### config.mk
export PLATFORM = sky130hd
export DESIGN_NAME = bus_sync_filter
export DESIGN_NICKNAME = d
export VERILOG_FILES = /design/src/rtl/bus_sync_filter.sv
export SDC_FILE = /design/constraint.sdc
export NUM_CORES = 1
export LEC_CHECK = 0
export ABC_CLOCK_PERIOD_IN_PS = 1550
export CORE_MARGIN = 10
export CORE_UTILIZATION = 44
export CTS_CLUSTER_SIZE = 40
export DETAILED_ROUTE_END_ITERATION = 6
export PLACE_DENSITY = 0.74
export REMOVE_ABC_BUFFERS = 1
export SETUP_SLACK_MARGIN = 0.5
export SYNTH_ARGS = -nofsm -noshare
export SYNTH_HDL_FRONTEND = slang
export SYNTH_HIERARCHICAL = 1
export SYNTH_SLANG_ARGS = --single-unit
### constraint.sdc
create_clock -name CLK_destination -period 1.55 [get_ports CLK_destination]
set_input_delay 0.155 -clock CLK_destination [delete_from_list [all_inputs] [get_ports CLK_destination]]
set_output_delay 0.155 -clock CLK_destination [all_outputs]
set_load 0.05 [all_outputs]
### src/rtl/bus_sync_filter.sv
// Multi-bit level synchronizer with optional per-channel persistence filter and edge pulses.
// Define BUS_SYNC_GLITCH_FILTER_EN to compile in the FILT_CYCLES glitch filter.

module bus_sync_filter_lane #(
  parameter int NUM_STAGES  = 2,
  parameter int FILT_CYCLES = 4
) (
  input  logic clk_i,
  input  logic rst_ni,
  input  logic async_i,
  output logic sync_o,
  output logic rise_o,
  output logic fall_o,
  output logic edge_o
);
  if (NUM_STAGES < 2 || NUM_STAGES > 8 || FILT_CYCLES < 1 || FILT_CYCLES > 255) begin : g_bad_cfg
    $error("bus_sync_filter: NUM_STAGES or FILT_CYCLES out of range");
  end

  logic [NUM_STAGES-1:0] chain_q;
  logic                  s;
  logic                  sync_q, sync_d;
  logic                  rise_q, fall_q;

  assign s = chain_q[NUM_STAGES-1];

  always_ff @(posedge clk_i or negedge rst_ni) begin
    if (!rst_ni) chain_q <= '0;
    else         chain_q <= {chain_q[NUM_STAGES-2:0], async_i};
  end

`ifdef BUS_SYNC_GLITCH_FILTER_EN
  localparam int CW = $clog2(FILT_CYCLES + 1);
  localparam logic [CW-1:0] CNT_LAST = CW'(FILT_CYCLES - 1);

  logic [CW-1:0] cnt_q, cnt_d;

  // A differing level must be seen FILT_CYCLES edges in a row; any agreement restarts the count.
  always_comb begin
    cnt_d  = '0;
    sync_d = sync_q;
    if (s != sync_q) begin
      if (cnt_q == CNT_LAST) sync_d = s;
      else                   cnt_d  = cnt_q + 1'b1;
    end
  end

  always_ff @(posedge clk_i or negedge rst_ni) begin
    if (!rst_ni) cnt_q <= '0;
    else         cnt_q <= cnt_d;
  end
`else
  assign sync_d = s;
`endif

  always_ff @(posedge clk_i or negedge rst_ni) begin
    if (!rst_ni) begin
      sync_q <= 1'b0;
      rise_q <= 1'b0;
      fall_q <= 1'b0;
    end else begin
      sync_q <= sync_d;
      rise_q <= sync_d & ~sync_q;
      fall_q <= ~sync_d & sync_q;
    end
  end

  // Unregistered change flag so the top can register the OR in the same cycle as the pulses.
  assign edge_o = sync_d ^ sync_q;
  assign sync_o = sync_q;
  assign rise_o = rise_q;
  assign fall_o = fall_q;
endmodule

module bus_sync_filter #(
  parameter int NUM_STAGES  = 2,
  parameter int BUS_WIDTH   = 4,
  parameter int FILT_CYCLES = 4
) (
  input  logic                 CLK_destination,
  input  logic                 RST,
  input  logic [BUS_WIDTH-1:0] async,
  output logic [BUS_WIDTH-1:0] sync,
  output logic [BUS_WIDTH-1:0] rise,
  output logic [BUS_WIDTH-1:0] fall,
  output logic                 changed
);
  if (BUS_WIDTH < 1 || BUS_WIDTH > 32) begin : g_bad_width
    $error("bus_sync_filter: BUS_WIDTH out of range");
  end

  logic [BUS_WIDTH-1:0] edge_d;
  logic                 changed_q;

  for (genvar i = 0; i < BUS_WIDTH; i++) begin : g_lane
    bus_sync_filter_lane #(
      .NUM_STAGES (NUM_STAGES),
      .FILT_CYCLES(FILT_CYCLES)
    ) u_lane (
      .clk_i  (CLK_destination),
      .rst_ni (RST),
      .async_i(async[i]),
      .sync_o (sync[i]),
      .rise_o (rise[i]),
      .fall_o (fall[i]),
      .edge_o (edge_d[i])
    );
  end

  always_ff @(posedge CLK_destination or negedge RST) begin
    if (!RST) changed_q <= 1'b0;
    else      changed_q <= |edge_d;
  end

  assign changed = changed_q;
endmodule

# --- Word-level counts from Yosys, hierarchy flattened ---
# Cells that the tools add are included.
totals:
  regBits: 21
  latchBits: 0
  mem_bits_rw: 0
  romBits: 0
  in_bits: 6
  output_inout_bits: 13
  wordCells: 38
  mem_count: 0
op_classes:
  add_sub_neg: 0
  mul: 0
  div: 0
  magnitude_cmp: 0
  n_eq_ne: 0
  shifts: 0
  mux: 0
  bitwise: 20
  n_reduce_logical: 1
ops:
  columns: ["operator", "count"]
  rows:
  - ["AND 1 bit", 8]
  - ["inverter 1 bit", 8]
  - ["OR reduction 4 bit", 1]
  - ["XOR 1 bit", 4]

# --- Longest topological paths before layout ---
# Gate-level depths: netlist of the first run.
logic_depth:
  depth_word: 2
  mapped_depth: 4
  mapped_depth_nobuf: 4

# --- Hierarchy ---
# The synthesis of the first run kept the hierarchy.
modules_own_cells:
  columns: ["mod", "n_inst", "cells_per_inst", "area_per_inst_um2", "seq_area_each_um2"]
  rows:
  - ["bus_sync_filter_lane", 4, 10, 161.4, 125.1]
  - ["bus_sync_filter", 1, 2, 32.5, 25.0]

# --- Worst setup path after synthesis of the first run ---
# No wires, ideal clock.
synth_timing:
  path_kind: "reg2reg"
  start: "register g_lane[1].u_lane.sync_q"
  end: "register changed_q (netlist: changed)"
  setup_ns: 0.139
  arrival_ns: 1.509
  t_required_ns: 1.411
  path_slack_ns: -0.098
  stages_incl_launch_ff: 5
  path_buffers: 0
  synth_period_minus_slack_ns: 1.648
  path_cell_list: "dfrtp_1 inv_1 ha_1 inv_1 or4_1"
synth_via:
  elab_chain_len: 2
synth_rtl:
  columns: ["item", "line", "text"]
  rows:
  - ["start, declared", "22", "logic sync_q, sync_d;"]
  - ["start signal, assigned", "62", "sync_q <= sync_d;"]
  - ["XOR 1 bit", "69", "assign edge_o = sync_d ^ sync_q;"]
  - ["net edge_d[1]", "92", "logic [BUS_WIDTH-1:0] edge_d;"]
  - ["OR reduction 4 bit", "112", "else changed_q <= |edge_d;"]
  - ["end signal, assigned", "112", null]
  - ["end, declared", "93", "logic changed_q;"]
# The timed path passes the listed nets, and every way through them passes these cells.

# --- Worst setup path in the final report of the first run ---
layout_timing:
  start: "register g_lane[0].u_lane.chain_q[1]"
  end: "register changed_q (netlist: changed)"
layout_via:
  elab_chain_len: 2
layout_rtl:
  columns: ["item", "line", "text"]
  rows:
  - ["start, declared", "20", "logic [NUM_STAGES-1:0] chain_q;"]
  - ["start signal, assigned", "29", "else chain_q <= {chain_q[NUM_STAGES-2:0], async_i};"]
  - ["XOR 1 bit", "69", null]
  - ["net edge_d[0]", "92", null]
  - ["OR reduction 4 bit", "112", null]
# The timed path passes the listed nets, and every way through them passes these cells.

==> impl_metrics.json, run 1 <==
{
  "fin_crit_sh_pct": 88.5,
  "fin_setup_tns_ns": 0,
  "maxSlewViolCount": 0,
  "relSlewSlack_pct": 83.3,
  "cts.path.max_buffers": 2,
  "ys_types": 4,
  "first_pass_iters": 1,
  "grt_first_pass_wirelength_mm": 1.73,
  "power_frac_comb_pct": 16.4,
  "drc": 0,
  "tightest_slew_ns": 0.250,
  "finalNetCount": 86,
  "first_iter_violations": 0,
  "setup_viol": 0,
  "overflow": 0,
  "swShare_pct": 25.5,
  "design_area_um2": 978,
  "nFillCells": 123,
  "root_buffer": "clkbuf_4",
  "die_h_um": 59.3,
  "drtAntennaViolNets": 0,
  "p_seq_share_pct": 59.4,
  "p_clk_share_pct": 24.3,
  "num_rows": 14,
  "avgSynthCellArea_um2": 16.1,
  "finalNonFillerCells": 87,
  "vdd_drop_max_mv": 0.561,
  "fin_skew_ns": 0.00112,
  "hold_class": "in -> async",
  "max_freq_mhz": 729,
  "path_class": "reg -> reg",
  "period_needed_ns": 1.37,
  "synthToLayoutAreaGrowth_pct": 44.3,
  "gp_congestion": 0.618,
  "clk_latency_ns": 0.28,
  "r2r-start": "g_lane[0].u_lane/chain_q[1]",
  "core_area_um2": 1490,
  "pin_count": 19,
  "hold_buffers": 0,
  "die_area_um2": 3510,
  "synth.most_common_cell": "dfrtp_1",
  "maxCapViolCount": 0,
  "io_buffers": 18,
  "drive_above_1_share_pct": 35.2,
  "final_core_util_pct": 65.7,
  "antenna_found_initial": 0,
  "end_kind": "register",
  "grt_usage_pct": 6.45,
  "grt_max_degree": 22,
  "hpwl_um": 814,
  "rsz0062_at_grt": "yes",
  "cts_buffers": 3,
  "initial_core_util_pct": 45.5,
  "power.total_uw": 992,
  "switching_power_uw": 253,
  "synth_edf_count": 0,
  "clk_pin_slew_ns": 0.10,
  "setup_ws_ns": 0.179,
  "worstSetupEndpoint": "changed",
  "p_leak_nw": 0.525,
  "cp.required_ns": 1.71,
  "synth_commonest_cells": "dfrtp_1 (21), inv_1 (12), ha_1 (8)",
  "reg2reg_depth": 3,
  "r2r_slack_ns": 0.18,
  "crit_arrival_ns": 1.53,
  "start_kind": "register",
  "hold_viol": 0,
  "vias_per_cell": 4.33,
  "hold-worst-slack_ns": 0.192,
  "placed_area_um2": 853,
  "outcome": "finished clean",
  "async_flop_share_pct": 100,
  "placement.setup.worst_slack_ns": 0.185,
  "wl_mm": 1.07,
  "fp.dieW_um": 59.3,
  "dr_total_vias": 377,
  "r2r-end": "changed",
  "cts_tree": "done",
  "antennaDiodeCount": 0,
  "netlist_top_cells_area": "dfrtp_1 (77%), ha_1 (15%), inv_1 (6.6%), or4_1 (1.1%)",
  "synth_ff_type": "dfrtp_1",
  "synth_top_area_cell": "dfrtp_1",
  "synth_area_um2": 678,
  "synth-seq-cells": 21,
  "grt_pass1_vias": 379,
  "synth_cells": 42,
  "htree_levels": 1,
  "yosys.area.top_type_share_pct": 77.5,
  "crit_start": "g_lane[0].u_lane/chain_q[1]",
  "p_int_uw": 739,
  "power_density_nw_per_um2": 1010,
  "dp.cells": 77,
  "clock-sinks": 21,
  "yosysWarnings": 6,
  "cp_max_fo": 3,
  "ys_seq_area_share_pct": 77.5,
  "post_drt_wl_per_cell_um": 12.3
}
[layer usage]
layer	GRT usage (%)	wire, um
met5	0	0
met4	3.93	7
met3	3.00	102
met2	10.1	591
met1	6.84	369
[critical path: stages (launching register included)]
cell and delay [ns]:
dfrtp_1 0.43, ha_4 0.27, inv_1 0.03, or4_1 0.51
[cell usage in the layout (no fill, tap or decap), drive strengths merged]
master,instances
dfrtp,21
or4,1
buf,20
clkdlybuf4s50,5
clkbuf,4
ha,8
inv,12
[cell families (layout without fill, tap and decap cells)]
family | after synthesis | after routing | synth area share [%]
flops | 21 | 21 | 77.5
buf+inv | 12 | 41 | 6.64
fa+ha+maj | 8 | 8 | 14.8
simple gates | 1 | 1 | 1.11
[final cells by class]
| type | instances | area, um^2 | share of cell area (%) |
|---|---|---|---|
| multi-input combinational | 9 | 120 | 12.3 |
| sequential | 21 | 526 | 53.7 |
| timing repair buffer | 25 | 241 | 24.7 |
| tap | 16 | 20.0 | 2.05 |
| inverter | 12 | 45.0 | 4.60 |
| clock buffer | 4 | 26.3 | 2.69 |
[sequential cells by signal, summed over array words and instances, names as in the netlist]
register,count
g_lane.u_lane/rise_o,4
g_lane.u_lane/fall_o,4
g_lane.u_lane/sync_o,4
changed,1
g_lane.u_lane/chain_q,8
[power by group through the flow]
stage               Combinational (mW)  Sequential [mW]  Clock [mW]
floorplan                       0.0154            0.660           0
global placement                 0.136            0.598           0
detailed placement               0.139            0.600           0
CTS                              0.151            0.588       0.253
global route                     0.175            0.592       0.280
finish                           0.162            0.589       0.241
[how the worst min path moves through the flow]
stage | start | endpoint | slack (ns) | cells after the start
floorplan | RST | changed | -0.14 | 0
detailed placement | g_lane[2].u_lane/chain_q[0] | g_lane[2].u_lane/chain_q[1] | 0.34 | 0
global route | RST | g_lane[0].u_lane/fall_o | 0.20 | 2
finish | RST | g_lane[0].u_lane/rise_o | 0.19 | 2
CTS | RST | g_lane[0].u_lane/fall_o | 0.19 | 2
global placement | g_lane[1].u_lane/chain_q[0] | g_lane[1].u_lane/chain_q[1] | 0.33 | 0
[timing repair]
item / 4_1_cts / 5_1_grt
pin swaps: 0 / 1
gates resized for setup: 5 / 8
setup buffers: 3 / 3
setup endpoints to repair: 5 / 8
hold endpoints to repair: 0 / 0
(Power assumes the default switching activity.)
==> run 2: changes to the inputs <==
--- a/config.mk
+++ b/config.mk
@@ -5,12 +5,13 @@
 export SDC_FILE = /design/constraint.sdc
 export NUM_CORES = 1
 export LEC_CHECK = 0
-export ABC_CLOCK_PERIOD_IN_PS = 1550
-export CORE_MARGIN = 10
-export CORE_UTILIZATION = 44
+export ABC_CLOCK_PERIOD_IN_PS = 1300
+export CORE_AREA = 10 10 47 49
 export CTS_CLUSTER_SIZE = 40
 export DETAILED_ROUTE_END_ITERATION = 6
-export PLACE_DENSITY = 0.74
+export DIE_AREA = 0 0 57 59
+export DONT_BUFFER_PORTS = 1
+export PLACE_DENSITY = 0.66
 export REMOVE_ABC_BUFFERS = 1
 export SETUP_SLACK_MARGIN = 0.5
 export SYNTH_ARGS = -nofsm -noshare
==> constraint.sdc (replaced) <==
create_clock -name CLK_destination -period 1.3 [get_ports CLK_destination]
set_input_delay 0.13 -clock CLK_destination [delete_from_list [all_inputs] [get_ports CLK_destination]]
set_output_delay 0.13 -clock CLK_destination [all_outputs]
set_load 0.05 [all_outputs]
==> run 2 against run 1 <==
Effect of this change: the flow now finishes with violations (negative setup slack); combinational power fell by 35%; die area fell by 4.2%; setup slack worse by 0.21 ns; via count shrank 9.5%; routed wire length is 2.5% lower; critical path type unchanged; highest routed layer is now met3.
==> impl_metrics.json, run 2 (synthesized netlist as in run 1, its figures left out) <==
{
  "initial_core_util_pct": 48.4,
  "rsz0062_at_grt": "yes",
  "grt_first_pass_wirelength_mm": 1.69,
  "hold_class": "in -> async",
  "maxCapViolCount": 0,
  "final_cell_mix": "dfrtp_1 (13), inv_1 (12), dfrtp_2 (8)",
  "die_h_um": 59,
  "end_kind": "register",
  "crit_arrival_ns": 1.50,
  "root_buffer": "clkbuf_4",
  "gp_congestion": 0.693,
  "power_density_nw_per_um2": 1270,
  "synthToLayoutAreaGrowth_pct": 33.4,
  "top_usage_layer": "met2",
  "hpwl_um": 779,
  "fin_crit_sh_pct": 102,
  "post_drt_wl_per_cell_um": 13.9,
  "placed_area_um2": 743,
  "relSlewSlack_pct": 42.2,
  "antenna_found_initial": 0,
  "cts_buffers": 3,
  "vias_per_cell": 4.55,
  "io_buffers": 0,
  "crit_start": "g_lane[1].u_lane/chain_q[1]",
  "p_leak_nw": 0.459,
  "first_iter_violations": 0,
  "p_seq_share_pct": 65.9,
  "nFillCells": 96,
  "num_rows": 14,
  "period_needed_ns": 1.33,
  "design_area_um2": 905,
  "core_area_um2": 1400,
  "violations": "negative setup slack",
  "largest_reg_flops": 8,
  "maxSlewViolCount": 0,
  "hold-worst-slack_ns": 0.0177,
  "max_freq_mhz": 751,
  "layout_commonest_cell": "dfrtp_1",
  "clock-sinks": 21,
  "vdd_drop_max_mv": 0.866,
  "setup_ws_ns": -0.0309,
  "drive_above_1_share_pct": 37.3,
  "fin_skew_ns": 0.00234,
  "largest_register": "g_lane.u_lane/chain_q",
  "met3_usage_pct": 2.36,
  "grt_usage_pct": 6.53,
  "wl_mm": 1.04,
  "htree_levels": 1,
  "grt_max_degree": 22,
  "cp.required_ns": 1.47,
  "start_kind": "register",
  "overflow": 0,
  "cp_max_fo": 2,
  "finalNetCount": 74,
  "cts.path.max_buffers": 2,
  "fp.dieW_um": 57,
  "dp.cells": 64,
  "drc": 0,
  "final_core_util_pct": 64.6,
  "first_pass_iters": 1,
  "swShare_pct": 25.8,
  "drtAntennaViolNets": 0,
  "power_frac_comb_pct": 9.2,
  "clk_latency_ns": 0.29,
  "dr_total_vias": 341,
  "tightest_slew_ns": 0.868,
  "use_met1_pct": 6.94,
  "pin_count": 19,
  "r2r-start": "g_lane[1].u_lane/chain_q[1]",
  "die_area_um2": 3360,
  "setup_viol": 1,
  "p_int_uw": 851,
  "grt_pass1_vias": 380,
  "hold_viol": 0,
  "cts_tree": "done",
  "switching_power_uw": 297,
  "p_clk_share_pct": 24.9,
  "outcome": "finished, violations left",
  "finalNonFillerCells": 75,
  "antennaDiodeCount": 0,
  "use_met2_pct": 10.9,
  "path_class": "reg -> reg",
  "clk_pin_slew_ns": 0.10
}
-- run 2: cell count changes in the layout (fill, tap and decap cells not counted), moves of 4 or more --
cell	before	now
dlygate4sd3_1	0	4
dfrtp_2	0	8
dfrtp_1	21	13
buf_4	11	5
buf_6	7	2
clkdlybuf4s50_1	5	0
-- run 2: final cells by class --
| cell class | instances | area, um^2 | share of cell area, % |
|---|---|---|---|
| clock buffer | 4 | 26.3 | 2.90 |
| sequential | 21 | 536 | 59.2 |
| tap | 16 | 20.0 | 2.21 |
| inverter | 12 | 45.0 | 4.98 |
| timing repair buffer | 13 | 133 | 14.7 |
| multi-input combinational | 9 | 145 | 16.0 |
-- run 2: repair_timing --
| action | in CTS | in global routing |
|---|---|---|
| resized for setup | 19 | 1 |
| cloned | 0 | 0 |
| hold buffers | 5 | 0 |
| endpoints found under the hold margin | 25 | 0 |
| pin swaps | 0 | 2 |
| buffers inserted | 2 | 0 |
| endpoints found under the setup margin | 18 | 39 |
-- run 2: final timing paths --
kind                                                   to  slack, ns  cells past startpoint
min                               g_lane[1].u_lane/sync_o       0.02                      1
max reg2reg                                       changed      -0.03                      3
max in group asynchronous         g_lane[3].u_lane/rise_o       0.70                      1
min reg2reg                   g_lane[1].u_lane/chain_q[1]       0.36                      0
min in group CLK_destination  g_lane[1].u_lane/chain_q[1]       0.36                      0
max                                               changed      -0.03                      3
-- run 2: power by group through the flow --
stage | Clock [mW] | Sequential [mW] | Combinational, mW
floorplan | 0 | 0.787 | 0.0183
global placement | 0 | 0.765 | 0.0638
detailed placement | 0 | 0.768 | 0.0663
CTS | 0.305 | 0.758 | 0.108
global route | 0.334 | 0.762 | 0.118
finish | 0.285 | 0.757 | 0.106
-- run 2: critical path, stage by stage, from the launching register on --
cell and delay [ns]:
dfrtp_1 0.41, ha_1 0.28, inv_1 0.03, or4_1 0.50
-- run 2: layer usage --
metal  share of wire, %  vias up
met1                 44      170
met2                 52       13
met5                  0        -
li1                   -      158
met3                4.6        0
met4                  0        0
-- run 2: metrics by stage --
stage	setup slack [ns]	setup TNS [ns]	power [mW]
after floorplan	-0.348	-0.348	0.805
after CTS	-0.0352	-0.0352	1.17
after global routing	-0.0730	-0.0730	1.21
after detailed placement	-0.0248	-0.0248	0.834
final	-0.0309	-0.0309	1.15
after global placement	-0.000376	-0.000376	0.829
==> variant (flow settings as in run 2) <==
The parameter `BUS_WIDTH` goes from 4 to 3.
--- a/src/rtl/bus_sync_filter.sv
+++ b/src/rtl/bus_sync_filter.sv
@@ -74,7 +74,7 @@
 
 module bus_sync_filter #(
   parameter int NUM_STAGES  = 2,
-  parameter int BUS_WIDTH   = 4,
+  parameter int BUS_WIDTH   = 3,
   parameter int FILT_CYCLES = 4
 ) (
   input  logic                 CLK_destination,
Ports: changed (resized async, fall, rise and sync); port bits go from 19 to 15. No check against the original RTL was run, so the function may have changed too.
==> variant against run 2 <==
The flow finishes with violations (negative hold slack); die area did not move; sequential share of layout area down 2.0 points; design area decreased by 21%; setup slack better by 0.14 ns; power decreased by 15%; area after synthesis shrank 24%; sequential cell count fell by 5; wire length shrank 20%; global-route usage fell by 1.2 points.
==> variant: results <==
metrics = {
    "placement": {
        "post_dp_cell_area_um2": 558.0,
        "post-place-ws_ns": 0.1024,
        "estimated_wirelength_of_the_detail_placed_design_um": 630.3,
        "globalplace.congestion": 0.6362,
    },
    "timing": {
        "fin_hold_ws_ns": -0.04562,
        "ratio_of_final_minimum_period_to_clock_period_pct": 91.76,
        "tightestPinTransition_ns": 0.6900,
        "final_setup_violation_count": 0,
        "totalNegativeSetupSlack_ns": 0,
        "fin_skew_ns": 0.0009704,
        "hold_violations": 16,
    },
    "run_status": {
        "violations": "negative hold slack",
        "run_status": "finished, violations left",
    },
    "detailed_routing": {
        "avgViaCountPerCell": 4.286,
        "drt-pass1-iter-count": 2,
        "route.vias.total": 270,
        "final_routed_wirelength_across_all_metal_layers_um": 835,
    },
    "yosys": {
        "synth_common_cells": "dfrtp_1, inv_1, ha_1, or3_1",
        "post_synthesis_cells": 32,
        "synth_seq_area_share_pct": 77.67,
        "synth.area.top_cells": "dfrtp_1, ha_1, inv_1",
    },
    "power": {
        "power.ir.vdd_worst_mv": 0.6206,
        "power.density_cell_area_nw_per_um2": 1374,
        "leakage_component_of_the_power_uw": 0.0003669,
    },
    "global_routing": {
        "wire_length_of_the_first_global_routing_pass_mm": 1.386,
        "via_count_of_the_first_global_routing_pass": 320,
        "grt_start_max_net_pins": 17,
        "grt_use_total_pct": 5.309,
    },
    "final_layout": {
        "largest_register_ffs": 6,
        "fillCellCount": 126,
        "drive_gt1_share_pct": 40.43,
    },
    "clock_tree": {
        "ctsHoldBuffers": 4,
        "worstSkewPairLatency_ns": 0.27,
        "cts_setup_buffers": 3,
        "cts_repair_resize_count": 9,
    },
    "critical_path": {
        "r2r_slack_ns": 0.11,
        "cp.arrival_ns": 1.35,
        "cp_slowest_cell": "dfrtp_1",
        "critical-path-top-delay-family": "flip-flops",
    },
}
-- variant: cell count changes in the layout (fill, tap and decap cells not counted), moves of 2 or more --
cell     change
inv_1        -3
ha_4         -2
dfrtp_2      -2
dfrtp_1      -3
-- variant: routing by layer --
| layer | vias to the layer above | GRT usage [%] | wire length [µm] | share of wire, % |
|---|---|---|---|---|
| li1 | 123 | - | - | - |
| met1 | 136 | 4.585 | 293 | 35 |
| met2 | 11 | 8.837 | 452 | 54 |
| met3 | 0 | 3.219 | 89 | 11 |
| met4 | 0 | 4.027 | 0 | 0 |
| met5 | - | 0 | 0 | 0 |
-- variant: final cells by class --
class | count | area share, %
well taps | 16 | 2.807
flip-flops and latches | 16 | 57.19
inverters | 9 | 4.737
multi-input cells | 7 | 13.51
repair buffers | 11 | 16.67
clock buffers | 4 | 5.088
-- variant: where the power goes --
part / internal [µW] / switching (µW) / total (µW)
logic: 39.3 / 46.7 / 85.9
clock network: 170 / 144 / 314
registers: 525 / 55.6 / 580
total: 734 / 246 / 980
-- variant: worst min path at each step --
stage                     from  cells after the start                           endpoint  slack, ns
after floorplan            RST                      0                  changed$_DFF_PN0_      -0.17
after global placement     RST                      0  g_lane[2].u_lane/fall_o$_DFF_PN0_      -0.17
after detailed placement   RST                      0  g_lane[2].u_lane/rise_o$_DFF_PN0_      -0.17
after CTS                  RST                      1  g_lane[2].u_lane/sync_o$_DFF_PN0_       0.34
after global routing       RST                      1  g_lane[2].u_lane/sync_o$_DFF_PN0_     -0.009
final                      RST                      1  g_lane[2].u_lane/sync_o$_DFF_PN0_      -0.05
-- variant: cells by family after synthesis --
| family | share of synthesized area (%) |
|---|---|
| adder cells (fa/ha/maj) | 14.56 |
| buffers and inverters | 6.553 |
| AND/OR/NAND/NOR | 1.214 |
| flip-flops | 77.67 |
